### src/rtl/multicycle_ctrl.sv
// Main control FSM of the multicycle RV32I core: sequences fetch/decode/execute/memory/writeback.
// Outputs are decoded from the current state. A memory wait holds until mem_ready is seen with mem_req=1.
module multicycle_ctrl #(
  parameter int RESET_STATE_FETCH = 1,
  parameter int CNT_W             = 32
) (
  input  logic             clk,
  input  logic             rst_n,
  input  logic [31:0]      instr,
  input  logic             mem_ready,
  input  logic             zero_flag,
  output logic             pc_we,
  output logic             ir_we,
  output logic [1:0]       pc_src,
  output logic             iord,
  output logic             mem_req,
  output logic             mem_we,
  output logic [1:0]       alu_src_a,
  output logic [1:0]       alu_src_b,
  output logic             b_arith,
  output logic [3:0]       alu_control,
  output logic             reg_we,
  output logic [1:0]       wb_sel,
  output logic             illegal,
  output logic [CNT_W-1:0] retired
);

  localparam logic [3:0] S_FETCH    = 4'd0;
  localparam logic [3:0] S_DECODE   = 4'd1;
  localparam logic [3:0] S_EXEC_R   = 4'd2;
  localparam logic [3:0] S_EXEC_I   = 4'd3;
  localparam logic [3:0] S_LUI      = 4'd4;
  localparam logic [3:0] S_AUIPC    = 4'd5;
  localparam logic [3:0] S_ALU_WB   = 4'd6;
  localparam logic [3:0] S_MEM_ADDR = 4'd7;
  localparam logic [3:0] S_MEM_RD   = 4'd8;
  localparam logic [3:0] S_LD_WB    = 4'd9;
  localparam logic [3:0] S_MEM_WR   = 4'd10;
  localparam logic [3:0] S_BRANCH   = 4'd11;
  localparam logic [3:0] S_JAL      = 4'd12;
  localparam logic [3:0] S_JALR     = 4'd13;
  localparam logic [3:0] S_ILLEGAL  = 4'd14;

  // FETCH is the only supported reset state, whatever the parameter says.
  localparam logic [3:0] RST_STATE = (RESET_STATE_FETCH != 0) ? S_FETCH : S_FETCH;

  localparam logic [3:0] ALU_ADD = 4'b0000;
  localparam logic [3:0] ALU_SUB = 4'b1001;
  localparam logic [3:0] ALU_LUI = 4'b0110;

  logic [3:0]       state_q, state_d;
  logic [CNT_W-1:0] retired_q, retired_d;

  logic [6:0] opcode;
  logic [2:0] funct3;
  logic       f7_b5;
  logic [3:0] alu_f3;
  logic [3:0] br_op;
  logic       br_bad;
  logic       unused_instr;

  logic       retire;
  logic       pc_we_c, ir_we_c, iord_c, mem_req_c, mem_we_c, b_arith_c, reg_we_c, illegal_c;
  logic [1:0] pc_src_c, alu_src_a_c, alu_src_b_c, wb_sel_c;
  logic [3:0] alu_control_c;

  assign opcode       = instr[6:0];
  assign funct3       = instr[14:12];
  assign f7_b5        = instr[30];
  assign unused_instr = ^{instr[31], instr[29:15], instr[11:7]};

  always_comb begin
    alu_f3 = ALU_ADD;
    case (funct3)
      3'b000: alu_f3 = ALU_ADD;
      3'b001: alu_f3 = 4'b0111;
      3'b010: alu_f3 = 4'b0001;
      3'b011: alu_f3 = 4'b0010;
      3'b100: alu_f3 = 4'b0101;
      3'b101: alu_f3 = 4'b1000;
      3'b110: alu_f3 = 4'b0100;
      default: alu_f3 = 4'b0011;
    endcase
  end

  always_comb begin
    br_op  = ALU_ADD;
    br_bad = 1'b0;
    case (funct3)
      3'b000: br_op = 4'b1010;
      3'b001: br_op = 4'b1011;
      3'b100: br_op = 4'b1100;
      3'b101: br_op = 4'b1110;
      3'b110: br_op = 4'b1101;
      3'b111: br_op = 4'b1111;
      default: br_bad = 1'b1;
    endcase
  end

  always_comb begin
    state_d       = state_q;
    retire        = 1'b0;
    pc_we_c       = 1'b0;
    ir_we_c       = 1'b0;
    pc_src_c      = 2'b00;
    iord_c        = 1'b0;
    mem_req_c     = 1'b0;
    mem_we_c      = 1'b0;
    alu_src_a_c   = 2'b00;
    alu_src_b_c   = 2'b00;
    b_arith_c     = 1'b0;
    alu_control_c = ALU_ADD;
    reg_we_c      = 1'b0;
    wb_sel_c      = 2'b00;
    illegal_c     = 1'b0;
    case (state_q)
      S_FETCH: begin
        mem_req_c   = 1'b1;
        alu_src_b_c = 2'b01;
        if (mem_ready) begin
          ir_we_c = 1'b1;
          pc_we_c = 1'b1;
          state_d = S_DECODE;
        end
      end
      S_DECODE: begin
        // Precompute the PC-relative target into ALUOut while decoding.
        alu_src_a_c = 2'b01;
        alu_src_b_c = 2'b10;
        case (opcode)
          7'b0110011:             state_d = S_EXEC_R;
          7'b0010011:             state_d = S_EXEC_I;
          7'b0000011, 7'b0100011: state_d = S_MEM_ADDR;
          7'b1100011:             state_d = S_BRANCH;
          7'b1101111:             state_d = S_JAL;
          7'b1100111:             state_d = (funct3 == 3'b000) ? S_JALR : S_ILLEGAL;
          7'b0110111:             state_d = S_LUI;
          7'b0010111:             state_d = S_AUIPC;
          default:                state_d = S_ILLEGAL;
        endcase
      end
      S_EXEC_R: begin
        alu_src_a_c   = 2'b10;
        alu_control_c = (funct3 == 3'b000 && f7_b5) ? ALU_SUB : alu_f3;
        b_arith_c     = (funct3 == 3'b101) && f7_b5;
        state_d       = S_ALU_WB;
      end
      S_EXEC_I: begin
        alu_src_a_c   = 2'b10;
        alu_src_b_c   = 2'b10;
        alu_control_c = alu_f3;
        b_arith_c     = (funct3 == 3'b101) && f7_b5;
        state_d       = S_ALU_WB;
      end
      S_LUI: begin
        alu_src_b_c   = 2'b10;
        alu_control_c = ALU_LUI;
        state_d       = S_ALU_WB;
      end
      S_AUIPC: begin
        alu_src_a_c = 2'b01;
        alu_src_b_c = 2'b10;
        state_d     = S_ALU_WB;
      end
      S_ALU_WB: begin
        reg_we_c = 1'b1;
        retire   = 1'b1;
        state_d  = S_FETCH;
      end
      S_MEM_ADDR: begin
        alu_src_a_c = 2'b10;
        alu_src_b_c = 2'b10;
        state_d     = opcode[5] ? S_MEM_WR : S_MEM_RD;
      end
      S_MEM_RD: begin
        mem_req_c = 1'b1;
        iord_c    = 1'b1;
        if (mem_ready) state_d = S_LD_WB;
      end
      S_LD_WB: begin
        reg_we_c = 1'b1;
        wb_sel_c = 2'b01;
        retire   = 1'b1;
        state_d  = S_FETCH;
      end
      S_MEM_WR: begin
        mem_req_c = 1'b1;
        mem_we_c  = 1'b1;
        iord_c    = 1'b1;
        if (mem_ready) begin
          retire  = 1'b1;
          state_d = S_FETCH;
        end
      end
      S_BRANCH: begin
        alu_src_a_c = 2'b10;
        if (br_bad) begin
          state_d = S_ILLEGAL;
        end else begin
          alu_control_c = br_op;
          pc_we_c       = zero_flag;
          pc_src_c      = 2'b01;
          retire        = 1'b1;
          state_d       = S_FETCH;
        end
      end
      S_JAL: begin
        reg_we_c = 1'b1;
        wb_sel_c = 2'b10;
        pc_we_c  = 1'b1;
        pc_src_c = 2'b01;
        retire   = 1'b1;
        state_d  = S_FETCH;
      end
      S_JALR: begin
        alu_src_a_c = 2'b10;
        alu_src_b_c = 2'b10;
        pc_we_c     = 1'b1;
        pc_src_c    = 2'b10;
        reg_we_c    = 1'b1;
        wb_sel_c    = 2'b10;
        retire      = 1'b1;
        state_d     = S_FETCH;
      end
      default: illegal_c = 1'b1;
    endcase
  end

  assign retired_d = retire ? retired_q + CNT_W'(1) : retired_q;

  always_ff @(posedge clk or negedge rst_n) begin
    if (!rst_n) begin
      state_q   <= RST_STATE;
      retired_q <= '0;
    end else begin
      state_q   <= state_d;
      retired_q <= retired_d;
    end
  end

  // Gating with rst_n drops the FETCH request the instant reset asserts.
  assign {pc_we, ir_we, pc_src, iord, mem_req, mem_we, alu_src_a, alu_src_b,
          b_arith, alu_control, reg_we, wb_sel, illegal} =
         rst_n ? {pc_we_c, ir_we_c, pc_src_c, iord_c, mem_req_c, mem_we_c, alu_src_a_c,
                  alu_src_b_c, b_arith_c, alu_control_c, reg_we_c, wb_sel_c, illegal_c} : 20'd0;

  assign retired = retired_q;

endmodule
### config.mk
export PLATFORM = sky130hd
export DESIGN_NAME = multicycle_ctrl
export DESIGN_NICKNAME = d
export VERILOG_FILES = /design/src/rtl/multicycle_ctrl.sv
export SDC_FILE = /design/constraint.sdc
export NUM_CORES = 1
export LEC_CHECK = 0
export CORE_ASPECT_RATIO = 1.4
export CORE_UTILIZATION = 45
export DETAILED_ROUTE_END_ITERATION = 6
export PLACE_DENSITY = 0.81
export SETUP_SLACK_MARGIN = 0.2
export SYNTH_ARGS = -nofsm -noshare
export SYNTH_HDL_FRONTEND = slang
export SYNTH_SLANG_ARGS = --single-unit
### constraint.sdc
create_clock -name clk -period 1.92 [get_ports clk]
set_clock_uncertainty 0.1 [all_clocks]
set_input_delay 0.384 -clock clk [delete_from_list [all_inputs] [get_ports clk]]
set_output_delay 0.384 -clock clk [all_outputs]
set_load 0.02 [all_outputs]
==> results.yml <==
run_status:
  outcome: "complete, but fails checks"
  violations: "negative setup slack"
layout:
  layout_common_cells: "buf_4 (67), dlygate4sd2_1 (36), buf_6 (29), dfrtp_1 (25), xor2_1 (22)"
  finish.instance_area_um2: 4430
  syn2layout_area_growth_pct: 86.7
  multi_input_area_um2: 1890
  diodes: 0
  seq_area_um2: 915
  final_common_cell: "buf_4"
  fin_nets: 451
  fillers: 224
  drive_gt1_frac: 0.501
synthesis:
  netlist_instances: 270
  yosysUniqueCellTypes: 51
  synth_xor_area_frac: 0.115
  muxShareOfSynthArea: 0.0132
  ys_seq_area_frac: 0.380
  yosys.area_share.simple: 0.335
  avgSynthCellArea_um2: 8.78
  synth_fa_ha_area_frac: 0.00528
  synth_compound_area_frac: 0.109
  synth_nets: 307
  ys_warn_count: 0
  synth_top_family_by_area: "simple AND/OR/NAND/NOR gates"
  ys_ff_latch: 36
  synth_area_um2: 2370
die:
  die_w_um: 63.3
  start_util: 0.479
  dieHeight_um: 87.9
  core_um2: 4950
  die_area_um2: 5570
  ios: 88
  rows: 30
setup_path:
  rr_worst_depth: 10
  crit_path_start_kind: "flop"
  path_cells: "buf_6 > and2b_2 > buf_6 > a21o_1 > a22oi_2 > buf_6 > buf_6 > buf_12 > nor3_2 > xor2_1"
  critPathMaxStageDelay_ns: 0.49
  arrival_ns: 2.43
  crit_fanout: 7
  required_ns: 1.99
  crit_path_end_kind: "flop"
  cp_common_cell: "buf_6"
  critPathKind: "flop to flop"
  cpMaxStageDelayCell: "dfrtp_2"
clocking:
  path_clk_slew_ns: 0.08
  cts_sinks: 36
  numCtsBuffers: 5
  cts_tree: "built"
  holdBufCountCts: 0
  cts.htree.levels: 2
  insertion_delay_ns: 0.30
  cts-root-buf: "clkbuf_8"
  clk_path_buf_depth: 2
sta:
  setup_slack_ns: -0.445
  slew_headroom: 0.538
  finalHoldViolations: 0
  fin_hold_ws_ns: 0.0814
  drv_slew: 0
  period_needed_ns: 2.36
  finalCritPeriodShare: 1.23
  worst_slew_pin_slew_ns: 0.683
  setup_violations: 50
  fmax_mhz: 423
  rsz0062_at_grt: "yes"
routing:
  drtIter0Drc: 257
  vias: 3087
  drtAntennaViolNets: 0
  totalWireLength_mm: 11.4
  drc: 0
  firstDrtPassIters: 5
  wl_per_cell_um: 23.7
  viasPerCell: 6.44
place:
  placed_area_um2: 3560
  dp_hpwl_mm: 5.13
  post-place-ws_ns: -0.893
  place_congestion: 0.864
  port-buffer-count: 66
pwr:
  p_int_mw: 2.78
  p_per_area_nw_per_um2: 1120
  p_seq_frac: 0.219
  swShare: 0.436
  p_total_mw: 4.94
  p_comb_frac: 0.653
  p_leak_nw: 2.25
  ir_drop_uv: 858
  pwr-share-clk: 0.127
  p_switching_mw: 2.15
job:
  cap_violations: 0
global_routing:
  grt_usage: 0.335
  gr-total-overflow: 0
  grt_max_degree: 17
  grt_pass1_vias: 2927
  grt_pass1_wl_mm: 14.3
  antenna_found_initial: 0
hold_path:
  hp-class: "primary input to async pin"
[metrics by stage]
step	setup TNS (ns)	utilization	instances
after floorplan	0	-	270
after global placement	-22.38	0.719	438
after detailed placement	-23.68	0.719	438
after CTS	-4.46	0.821	470
after global routing	-14.40	0.893	479
final	-11.81	0.893	479
[power by group through the flow]
stage | combinational (mW) | sequential, mW | clock (mW)
2_1_floorplan | 1.21 | 1.06 | 0
3_3_place_gp | 2.04 | 1.07 | 0
3_5_place_dp | 2.08 | 1.08 | 0
4_1_cts | 2.64 | 1.07 | 0.605
5_1_grt | 3.36 | 1.09 | 0.650
6_report | 3.22 | 1.08 | 0.629
[final timing paths]
check	end	slack, ns	from
worst max register to register	retired[12]$_DFFE_PN0P_	-0.44	state_q[3]$_DFFE_PN0P_
min in group clk	retired[10]$_DFFE_PN0P_	0.41	retired[10]$_DFFE_PN0P_
worst max-delay path	retired[12]$_DFFE_PN0P_	-0.44	state_q[3]$_DFFE_PN0P_
worst min-delay path	state_q[0]$_DFFE_PN0P_	0.08	rst_n
worst min register to register	retired[10]$_DFFE_PN0P_	0.41	retired[10]$_DFFE_PN0P_
max in group asynchronous	retired[9]$_DFFE_PN0P_	1.19	rst_n
[per-layer routing]
| metal | GRT usage | up-vias | wire, um |
|---|---|---|---|
| li1 | - | 1253 | - |
| met5 | 0 | - | 0 |
| met4 | 0.215 | 0 | 813 |
| met2 | 0.642 | 262 | 6100 |
| met3 | 0.0365 | 87 | 756 |
| met1 | 0.342 | 1485 | 3680 |
[Yosys cell counts, drive strengths merged]
cell type,count,area share
clkbuf,5,0.0079
a22o,1,0.0037
nand3,14,0.034
nand2b,6,0.016
nor4b,2,0.0074
buf,10,0.028
nand4,14,0.042
nor4,7,0.030
mux2i,2,0.0084
dfrtp,36,0.38
o22a,1,0.0037
a311oi,1,0.0037
a32oi,1,0.0037
a21oi,9,0.019
and2b,1,0.0032
and2,4,0.011
o22ai,3,0.0079
inv,5,0.0079
a21boi,2,0.0063
nand2,22,0.035
nor3,21,0.049
or3,1,0.0026
mux2,1,0.0047
nand3b,1,0.0032
a32o,1,0.0042
nor3b,2,0.0063
nor2,23,0.036
nor2b,10,0.026
o31ai,2,0.0063
or2,1,0.0026
o21ai,11,0.023
a31oi,1,0.0026
xor2,22,0.081
nand4b,1,0.0037
xnor2,9,0.033
a21o,3,0.0095
o21a,1,0.0032
ha,1,0.0053
a211oi,1,0.0032
and4,3,0.011
and3,6,0.016
a22oi,2,0.0084
[registers in the layout (all words and copies together) (netlist names)]
name,flops
retired,32
state_q,4
[cell families after synthesis]
| logic type | count (synthesis) |
|---|---|
| and+or+nand+nor | 139 |
| AOI/OAI and AO/OA | 40 |
| DFF | 36 |
| xor gates and xnor gates | 31 |
| buffers and inverters | 20 |
| muxes | 3 |
| adders and majority gates | 1 |
[area by class of cell]
class / count / area share
timing repair buffer: 151 / 0.321
multi-input combinational: 215 / 0.427
sequential: 36 / 0.207
inverter: 5 / 0.00480
clock buffer: 8 / 0.0226
tap: 64 / 0.0181
[what timing repair did]
action | in CTS | in global routing
cloned | 4 | 0
endpoints found under the hold margin | 0 | 0
buffers inserted | 20 | 9
pin swaps | 25 | 31
gates resized for setup | 201 | 64
endpoints found under the setup margin | 87 | 55
[critical path: cells and delay by family (launching register included)]
family	cells	cell delay, ns
buffers and inverters	5	0.65
DFF	1	0.49
AOI/OAI and AO/OA	2	0.36
xor gates and xnor gates	1	0.34
and+or+nand+nor	2	0.26
Power figures use the tool's default switching activity.
